`config.mk`:
```
export PLATFORM = sky130hd
export DESIGN_NAME = stopwatch_ctrl
export DESIGN_NICKNAME = d
export VERILOG_FILES = /design/src/rtl/stopwatch_ctrl.sv
export SDC_FILE = /design/constraint.sdc
export NUM_CORES = 1
export LEC_CHECK = 0
export ABC_AREA = 0
export BUFFER_PORTS_ARGS = -buffer_cell sky130_fd_sc_hd__buf_2
export CORE_MARGIN = 1
export CORE_UTILIZATION = 25
export CTS_BUF_LIST = sky130_fd_sc_hd__clkbuf_4
export DETAILED_ROUTE_END_ITERATION = 10
export REMOVE_ABC_BUFFERS = 1
export SETUP_SLACK_MARGIN = 0.4
export SYNTH_ARGS = -nofsm -noshare
export SYNTH_HDL_FRONTEND = slang
export SYNTH_SLANG_ARGS = --single-unit
```
`constraint.sdc`:
```
create_clock -name clk -period 3.96 [get_ports clk]
set_input_delay 0.792 -clock clk [delete_from_list [all_inputs] [get_ports clk]]
set_output_delay 0.792 -clock clk [all_outputs]
set_load 0.01 [all_outputs]
```
`src/rtl/stopwatch_ctrl.sv`:
```
`default_nettype none
// ============================================================================
// Module   : stopwatch_ctrl
// Purpose  : Front-panel sequencer for the centisecond stopwatch: run/pause/
//            clear control plus a lap capture that freezes the display.
// Revision : 1.0 - initial release
// ============================================================================
module stopwatch_ctrl #(
    parameter int LAP_HOLD = 300_000_000
) (
    input  logic       clk,
    input  logic       rst_n,
    input  logic       btn_ss,
    input  logic       btn_lap,
    input  logic       btn_clr,
    input  logic [3:0] d5_in,
    input  logic [3:0] d4_in,
    input  logic [3:0] d3_in,
    input  logic [3:0] d2_in,
    input  logic [3:0] d1_in,
    input  logic [3:0] d0_in,
    output logic       sw_en,
    output logic       sw_clr,
    output logic [3:0] disp_d5,
    output logic [3:0] disp_d4,
    output logic [3:0] disp_d3,
    output logic [3:0] disp_d2,
    output logic [3:0] disp_d1,
    output logic [3:0] disp_d0,
    output logic       disp_frozen,
    output logic [3:0] lap_num
);

    localparam int                HOLD_W      = $clog2(LAP_HOLD + 1);
    localparam logic [HOLD_W-1:0] c_HOLD_LOAD = HOLD_W'(LAP_HOLD - 1);

    typedef enum logic [1:0] {
        S_IDLE  = 2'd0,
        S_RUN   = 2'd1,
        S_LAP   = 2'd2,
        S_PAUSE = 2'd3
    } state_t;

    state_t            r_state;
    state_t            w_next;
    logic              r_ss_q;
    logic              r_lap_q;
    logic              r_clr_q;
    logic              w_ss_p;
    logic              w_lap_p;
    logic              w_clr_p;
    logic              w_capture;
    logic              w_clear;
    logic [HOLD_W-1:0] r_hold;
    logic [23:0]       r_lap;
    logic [23:0]       r_disp;
    logic [23:0]       w_live;
    logic [3:0]        r_lap_num;
    logic              r_sw_en;
    logic              r_sw_clr;
    logic              r_frozen;

    assign w_ss_p  = btn_ss  & ~r_ss_q;
    assign w_lap_p = btn_lap & ~r_lap_q;
    assign w_clr_p = btn_clr & ~r_clr_q;
    assign w_live  = {d5_in, d4_in, d3_in, d2_in, d1_in, d0_in};

    // Start/stop always wins over lap; clear is only honoured while stopped.
    always_comb begin
        w_next    = r_state;
        w_capture = 1'b0;
        w_clear   = 1'b0;
        case (r_state)
            S_IDLE: begin
                if (w_clr_p)     w_clear = 1'b1;
                else if (w_ss_p) w_next  = S_RUN;
            end
            S_RUN: begin
                if (w_ss_p) begin
                    w_next = S_PAUSE;
                end else if (w_lap_p) begin
                    w_next    = S_LAP;
                    w_capture = 1'b1;
                end
            end
            S_LAP: begin
                if (w_ss_p) begin
                    w_next = S_PAUSE;
                end else if (w_lap_p) begin
                    w_capture = 1'b1;
                end else if (r_hold == '0) begin
                    w_next = S_RUN;
                end
            end
            S_PAUSE: begin
                if (w_clr_p) begin
                    w_next  = S_IDLE;
                    w_clear = 1'b1;
                end else if (w_ss_p) begin
                    w_next = S_RUN;
                end
            end
            default: w_next = S_IDLE;
        endcase
    end

    always_ff @(posedge clk or negedge rst_n) begin
        if (!rst_n) begin
            r_state   <= S_IDLE;
            r_ss_q    <= 1'b1;
            r_lap_q   <= 1'b1;
            r_clr_q   <= 1'b1;
            r_hold    <= '0;
            r_lap     <= '0;
            r_lap_num <= '0;
            r_disp    <= '0;
            r_sw_en   <= 1'b0;
            r_sw_clr  <= 1'b1;
            r_frozen  <= 1'b0;
        end else begin
            r_state  <= w_next;
            r_ss_q   <= btn_ss;
            r_lap_q  <= btn_lap;
            r_clr_q  <= btn_clr;
            r_sw_en  <= (w_next == S_RUN) || (w_next == S_LAP);
            r_sw_clr <= w_clear;
            r_frozen <= (w_next == S_LAP);

            if (w_capture) begin
                r_hold <= c_HOLD_LOAD;
            end else if ((r_state == S_LAP) && (r_hold != '0)) begin
                r_hold <= r_hold - HOLD_W'(1);
            end

            if (w_clear) begin
                r_lap     <= '0;
                r_lap_num <= '0;
            end else if (w_capture) begin
                r_lap <= w_live;
                if (r_lap_num != 4'd9) r_lap_num <= r_lap_num + 4'd1;
            end

            // On the capture edge the live digits are the captured digits.
            r_disp <= ((w_next == S_LAP) && !w_capture) ? r_lap : w_live;
        end
    end

    assign sw_en       = r_sw_en;
    assign sw_clr      = r_sw_clr;
    assign disp_frozen = r_frozen;
    assign lap_num     = r_lap_num;
    assign disp_d5     = r_disp[23:20];
    assign disp_d4     = r_disp[19:16];
    assign disp_d3     = r_disp[15:12];
    assign disp_d2     = r_disp[11:8];
    assign disp_d1     = r_disp[7:4];
    assign disp_d0     = r_disp[3:0];

endmodule
`default_nettype wire

```
Word-level counts from Yosys, hierarchy flattened
Index checks and enable logic that the tools add are counted.
{"block": "totals", "word_cells": 60, "reg_bits": 89, "input_bits": 29}
{"block": "classes", "n_eq_ne": 6, "reduce_logical": 13, "addsub": 2, "bitwise_logic": 6, "mux": 22}
{"operator": "two-way mux 24 bit", "n": 3}
{"operator": "two-way mux 29 bit", "n": 2}
{"operator": "zero test 29 bit", "n": 1}
{"operator": "nonzero test 29 bit", "n": 1}
{"operator": "subtractor 29 x 1 -> 29 bit, second input constant", "n": 1}
{"operator": "two-way mux 2 bit", "n": 8}
{"operator": "two-way mux 4 bit", "n": 3}
{"operator": "one-hot mux 2 bit (4 select lines)", "n": 1}
{"operator": "equality test 2 bit, second input constant", "n": 3}
{"operator": "nonzero test 2 bit", "n": 3}
{"operator": "two-way mux 1 bit", "n": 5}
{"operator": "adder 4 x 1 -> 4 bit, second input constant", "n": 1}
{"operator": "equality test 2 x 1 -> 1 bit, second input constant", "n": 2}
{"operator": "inequality test 4 bit, second input constant", "n": 1}
{"operator": "OR reduction 2 bit", "n": 2}
{"operator": "bitwise AND 1 bit", "n": 3}
{"operator": "NOT 1 bit", "n": 3}
{"operator": "logical AND 1 bit", "n": 2}
{"operator": "zero test 2 bit", "n": 1}
{"operator": "AND reduction 2 bit", "n": 1}
{"operator": "zero test 1 bit", "n": 1}
{"operator": "logical OR 1 bit", "n": 1}

Depth between registers and ports, before layout
Gate-level depths: netlist of the first run.
{"block": "logic_depth", "word_depth": 8, "mapped_depth": 12, "mapped_depth_nobuf": 10}

Worst setup path after synthesis of the first run
No wires, ideal clock.
{"block": "synth_path", "path_type": "register to register", "startpoint": "register r_hold[5]", "endpoint": "register r_disp[10]", "arrival_time_ns": 3.140, "path_stages_with_launch": 11, "path_slack_ns": 0.695, "synth_period_minus_slack_ns": 3.265, "t_required_ns": 3.835, "setup_time_ns": 0.125, "path_cell_list": "dfrtp_1 -> or4_4 -> or3_2 -> o21ai_0 -> nor3_1 -> a211o_1 -> ha_1 -> and2_1 -> clkbuf_1 -> clkbuf_1 -> mux2_2"}
{"block": "synth_between", "elab_chain_cells": 8}
{"item": "from (decl)", "line": "54", "rtl": "logic [HOLD_W-1:0] r_hold;"}
{"item": "from (signal assigned)", "line": "130", "rtl": "r_hold <= c_HOLD_LOAD;"}
{"item": "from (signal assigned)", "line": "132", "rtl": "r_hold <= r_hold - HOLD_W'(1);"}
{"item": "zero test 29 bit", "line": "91", "rtl": "end else if (r_hold == '0) begin"}
{"item": "two-way mux 2 bit", "line": "91"}
{"item": "two-way mux 2 bit", "line": "89", "rtl": "end else if (w_lap_p) begin"}
{"item": "two-way mux 2 bit", "line": "87", "rtl": "if (w_ss_p) begin"}
{"item": "one-hot mux 2 bit (4 select lines)", "line": "73", "rtl": "case (r_state)"}
{"item": "net w_next[1]", "line": "45", "rtl": "state_t w_next;"}
{"item": "equality test 2 bit", "line": "144", "rtl": "r_disp <= ((w_next == S_LAP) && !w_capture) ? r_lap : w_live;"}
{"item": "logical AND 1 bit", "line": "144"}
{"item": "two-way mux 24 bit", "line": "144"}
{"item": "to (signal assigned)", "line": "144"}
{"item": "to (decl)", "line": "56", "rtl": "logic [23:0] r_disp;"}
The timed path passes the listed nets, and every way through them passes these cells.
A chain may end at the register's enable or synchronous reset.

Worst setup path after layout of the first run
{"block": "layout_path", "startpoint": "register r_hold[5]", "endpoint": "register r_disp[7]"}
The elaborated chain is that of the path after synthesis.

==> impl_metrics.ini, run 1 <==
[yosys]
synth_top_area_share_pct = 53.4
ys_seq_area_share_pct = 56.0
synth_cell_types = 46
synthesis.area_mm2 = 0.00398
yosys_warnings = 0
ys_ff_latch = 89
yosys_most_used_dff = dfrtp_1
synthArstFlopShare_pct = 100
synth_top_area_cell = dfrtp_1
syn_area_per_cell_um2 = 10.6
synth_edf_count = 0
synth_cells = 377
yosys-top-cells-area = dfrtp_1 53%, mux2_2 6.8%, nand2_1 6.1%

[floorplanning]
die-width_um = 128
core_area_mm2 = 0.0154
start_util_pct = 25.9
io_pins = 60
fp.dieH_um = 128
rows = 45
die-area_mm2 = 0.0164

[detailed_routing]
dr.pass1.iters = 4
drt_iter0_drc = 127
wl_mm = 8.60
viasPerCell = 4.57
antenna_left = 0
drc = 0
post_drt_wl_per_cell_um = 13.2
vias = 2977

[global_route]
grt_pass1_wl_mm = 14.5
grt_start_max_net_pins = 66
grt_pass1_vias = 3033
overflow = 0
grt_antenna_before_repair = 0
track_usage_pct = 11.3

[clock_network]
cts_tree = yes
clkSinkCount = 89
post_cts_resized = 0
worstSkewPairLatency_ps = 460
cts_setup_buffers = 0
cts_buffers = 9
cts_root_buf = clkbuf_4
path_clk_slew_ps = 140
hold_buffers = 0
h-tree-depth = 3
clockBufferDepth = 2

[sta]
finalWorstSetupSlack_ps = 615
drv_slew = 0
tightest_slew_ps = 818
fin_crit_ps = 3350
timing.fmax_mhz = 299
finalSetupTns_ps = 0
maxSlewHeadroom_pct = 45.4
skew_ps = 11.5
grt_setup_unrepaired = false
hold_ws_ps = 411
fin_crit_sh_pct = 84.5
setup_violations = 0
hold_viol = 0

[critical_path]
critPathMaxFanout = 24
arrival_ps = 3700
worst_ep_required_time_ps = 4310
critPathLaunchType = flip-flop
crit_type = flip-flop to flip-flop
cp-end-kind = flip-flop

[finish]
drive_gt1_share_pct = 26.8
final_common_cell = dfrtp_1
postLayoutCoreUtil_pct = 30.2
diodes = 0
finish.net_count = 472
most-common-layout-cells = 85 x dfrtp_1, 65 x nand2_1, 58 x buf_2
fin_cells = 651
synthToLayoutAreaGrowth_pct = 16.4

[placement]
port_buffers = 59
place.gp.congestion = 0.758
placed_cells = 635
pre_cts_slack_ps = 493
dp_hpwl_mm = 5.81

[hold_path]
hold_class = input pin to asynchronous set/reset pin

[outcome]
outcome = completed

[run]
maxCapViolations = 0

[power_and_ir_drop]
ir_worst_vdd_uv = 188
p_leak_nw = 2.00
powerDensity_mw_per_mm2 = 539
cells in the mapped netlist (all sizes together), types with 5 or more instances:
library cell,n
a21oi,13
buf,5
clkbuf,13
dfrtp,85
ha,8
inv,7
mux2,24
nand2,65
nand3,28
nor2,16
nor3,5
nor4,8
o21ai,15
o31ai,7
or3,7
or4,12
xor2,14
metrics by stage:
| stage | power [W] | area [um^2] |
|---|---|---|
| after floorplan | 0.00178 | 3910 |
| after global placement | 0.00204 | 4520 |
| after detailed placement | 0.00208 | 4520 |
| after CTS | 0.00253 | 4630 |
| after global routing | 0.00269 | 4630 |
| final | 0.00250 | 4630 |
critical path, stage by stage (launching register included):
cell,delay (ps)
dfrtp_1,450
or4_4,570
or3_2,620
o21ai_1,340
nor3_1,90
a211o_1,290
ha_1,190
and2_1,140
buf_4,240
mux2_2,310
power breakdown:
| group | switching [W] | internal, W | leakage (nW) | total, W |
|---|---|---|---|---|
| Clock | 0.000321 | 0.000128 | 0.0597 | 0.000449 |
| Combinational | 0.000413 | 0.000317 | 0.868 | 0.000730 |
| Sequential | 0.000157 | 0.00116 | 1.08 | 0.00132 |
per-layer routing:
layer  global-route usage (%)  part of all wire, %
met1                     14.6                   47
met4                     2.42                 0.69
met2                     18.0                   47
met3                     3.96                  4.8
met5                        0                    0
worst paths after layout:
kind	startpoint	end	slack, ps	depth (start not counted)
hold / removal	rst_n	r_lap[23]$_DFFE_PN0P_	410	1
min in group clk	btn_clr	r_clr_q$_DFF_PN1_	440	1
setup reg to reg	r_hold[5]$_DFFE_PN0P_	r_disp[7]$_DFF_PN0_	610	9
setup / recovery	r_hold[5]$_DFFE_PN0P_	r_disp[7]$_DFF_PN0_	610	9
hold reg to reg	r_hold[28]$_DFFE_PN0P_	r_hold[28]$_DFFE_PN0P_	500	1
max in group asynchronous	rst_n	r_hold[27]$_DFFE_PN0P_	2720	2
area by class of cell:
class	instances	area, um^2
repair buffers	65	343
inverters	8	30.0
fillers	1587	10700
well taps	211	264
clock buffers	9	67.6
flip-flops and latches	89	2230
clock inverters	7	46.3
multi-input cells	262	1650
kinds of logic (layout without fill, tap and decap cells):
group                    count (synthesis)  in the layout  share of synthesized area (%)
AND/OR/NAND/NOR                        165            165                           21.0
flip-flops                              89             89                           56.0
AO/OA/AOI/OAI                           49             49                           7.70
buffers and inverters                   26             89                           2.48
multiplexers                            24             24                           6.79
XOR/XNOR                                16             16                           3.52
adder cells (fa/ha/maj)                  8              8                           2.51
sequential cells by signal (all words and copies together) (netlist names):
signal and flops:
disp_frozen 1, lap_num 4, r_clr_q 1, r_disp 24
r_hold 29, r_lap 24, r_lap_q 1, r_ss_q 1
r_state 2, sw_clr 1, sw_en 1
Note: power is estimated with default switching activity, not from simulation.
==> inputs of run 2 (changes only) <==
Settings changed: ABC_AREA 0 to 1.
Clock period 3.96 ns to 2.9 ns, I/O delays scaled along.
==> run 2 against run 1 <==
Effect of this change:
- combinational power increased by 27%
- fmax rose by 48%
- count of clock-buffer cells in the layout unchanged
- cell area rose by 6.7%
- clock skew up 8.8 ps
- total power increased by 28%
- clock power grew 35%
- die area up 5.8%
==> impl_metrics.ini, run 2 <==
[outcome]
outcome = completed

[detailed_routing]
drc = 0
vias = 3445
dr.pass1.iters = 4
post_drt_wl_per_cell_um = 12.2
antenna_left = 0
drt_iter0_drc = 182
viasPerCell = 4.35
wl_mm = 9.64

[placement]
place.gp.congestion = 0.750
port_buffers = 59
placed_cell_area_mm2 = 0.00475
placed_cells = 773
dp_hpwl_mm = 6.36

[power_and_ir_drop]
powerDensity_mw_per_mm2 = 647
ir_worst_vdd_uv = 314
p_leak_nw = 2.23

[yosys]
synth_most_common_cell = nand2_1
syn_area_per_cell_um2 = 8.35
yosys-top-cells-area = dfrtp_1 50%, nand2_1 11%, o21ai_0 5.8%
synthArstFlopShare_pct = 100
synth_top_area_share_pct = 50.5
ys_seq_area_share_pct = 53.0
synth_top_area_cell = dfrtp_1
yosys_most_used_dff = dfrtp_1
yosys_warnings = 0
synth_cell_types = 33
synthesis.area_mm2 = 0.00422
synth_cells = 505
synth_edf_count = 0
synthTopCellsByCount = 118 x nand2_1, 85 x dfrtp_1, 60 x nor2_1
ys_ff_latch = 89

[floorplanning]
fp.dieH_um = 132
rows = 47
start_util_pct = 25.5
die-area_mm2 = 0.0174
core_area_mm2 = 0.0165
io_pins = 60
die-width_um = 132

[hold_path]
hold_class = input pin to asynchronous set/reset pin

[critical_path]
path_cells = nor2_1 -> nand2_1 -> nor2_1 -> nand2_2 -> nor2_4 -> nand2_1 -> nand2_1 -> nand2_1 -> nand2_1 -> nand2_1 -> nand2_1 -> nand2_1 -> ha_1 -> nand2_4 -> clkbuf_16 -> o21ai_0
critPathMaxFanout = 12
r2r_cells = 16
critPathLaunchType = flip-flop
startpoint = r_hold[25]$_DFFE_PN0P_
cp_slowest_cell = dfrtp_1
max_stage_delay_ps = 450
r2r_slack_ps = 630
timing.rr.end = r_disp[2]$_DFF_PN0_
arrival_ps = 2590
crit_top_cell = nand2_1
worst_ep_required_time_ps = 3220
cp-end-kind = flip-flop
r2r_start = r_hold[25]$_DFFE_PN0P_
crit_type = flip-flop to flip-flop
setup.worst_path.end = r_disp[2]$_DFF_PN0_

[finish]
reg_top3 = r_hold x29, r_disp x24, r_lap x24
fin_cells = 792
final_common_cell = nand2_1
synthToLayoutAreaGrowth_pct = 17.3
diodes = 0
drive_gt1_share_pct = 18.2
regMostFlops = r_hold
final_area_mm2 = 0.00494
largest_reg_flops = 29
most-common-layout-cells = 118 x nand2_1, 85 x dfrtp_1, 59 x nor2_1
finish.net_count = 605

[clock_network]
cts_root_buf = clkbuf_4
h-tree-depth = 3
cts_tree = yes
clockBufferDepth = 2
path_clk_slew_ps = 140
cts_buffers = 9
worstSkewPairLatency_ps = 440
hold_buffers = 0
clkSinkCount = 89

[global_route]
grt_start_max_net_pins = 50
overflow = 0
grt_antenna_before_repair = 0
grt_pass1_wl_mm = 16.2
grt_pass1_vias = 3222
track_usage_pct = 11.5

[sta]
grt_setup_unrepaired = false
fin_crit_ps = 2270
setup_violations = 0
tightest_slew_ps = 569
finalSetupTns_ps = 0
drv_slew = 0
hold_viol = 0
fin_crit_sh_pct = 78.1
timing.fmax_mhz = 441
maxSlewHeadroom_pct = 62.1
skew_ps = 20.3

[run]
maxCapViolations = 0
run 2: cells by family after synthesis:
kind of cell / after synthesis / synth area share [%]
AOI/OAI and AO/OA: 84 / 10.5
xor gates and xnor gates: 6 / 1.25
DFF: 89 / 53.0
adders and majority gates: 8 / 2.37
buffers and inverters: 76 / 7.78
and+or+nand+nor: 242 / 25.1
run 2: final cells by class:
cell class / count / area, um^2
fill: 1744 / 11600
sequential: 89 / 2230
multi-input combinational: 340 / 1670
timing repair buffer: 67 / 420
tap: 220 / 275
inverter: 61 / 231
clock buffer: 9 / 67.6
clock inverter: 6 / 46.3
run 2: where the power goes:
group / internal (W) / switching [W] / total, W
sequential: 0.00153 / 0.000138 / 0.00167
combinational: 0.000336 / 0.000590 / 0.000926
clock: 0.000172 / 0.000433 / 0.000604
run 2: worst min-delay path by stage:
| stage | start | to | slack, ps | depth (start not counted) |
|---|---|---|---|---|
| 2_1_floorplan | rst_n | disp_frozen$_DFF_PN0_ | 280 | 0 |
| 5_1_grt | rst_n | r_hold[9]$_DFFE_PN0P_ | 140 | 1 |
| 6_report | rst_n | r_hold[13]$_DFFE_PN0P_ | 130 | 1 |
| 4_1_cts | rst_n | r_lap[22]$_DFFE_PN0P_ | 110 | 1 |
| 3_5_place_dp | r_lap[20]$_DFFE_PN0P_ | r_disp[20]$_DFF_PN0_ | 490 | 2 |
| 3_3_place_gp | r_lap[10]$_DFFE_PN0P_ | r_disp[10]$_DFF_PN0_ | 490 | 2 |
run 2: timing repair:
item | 4_1_cts | 5_1_grt
endpoints found under the setup margin | 16 | 24
cloned | 1 | 1
setup buffers | 0 | 2
pin swaps | 1 | 2
gates resized for setup | 2 | 4
run 2: metal layers:
| layer | track usage, % | wire, um | vias to the layer above |
|---|---|---|---|
| li1 | - | - | 1735 |
| met5 | 0 | 0 | - |
| met4 | 3.75 | 129 | 0 |
| met1 | 15.8 | 4730 | 1626 |
| met2 | 17.7 | 4330 | 74 |
| met3 | 2.96 | 454 | 10 |
run 2: through the flow:
stage | total power, W | utilization (%) | setup WS, ps | hold slack, ps
2_1_floorplan | 0.00224 | - | 307 | 284
3_3_place_gp | 0.00256 | 28.7 | 490 | 491
3_5_place_dp | 0.00258 | 28.7 | 393 | 493
4_1_cts | 0.00323 | 29.6 | 400 | 105
5_1_grt | 0.00346 | 29.9 | 403 | 141
6_report | 0.00320 | 29.9 | 634 | 127
run 2: worst max-delay path: cells and delay by family, from the launching register on:
kind,cells,cell delay [ps]
AO/OA/AOI/OAI,1,70
flip-flops,1,450
AND/OR/NAND/NOR,13,1240
adder cells (fa/ha/maj),1,230
buffers and inverters,1,180
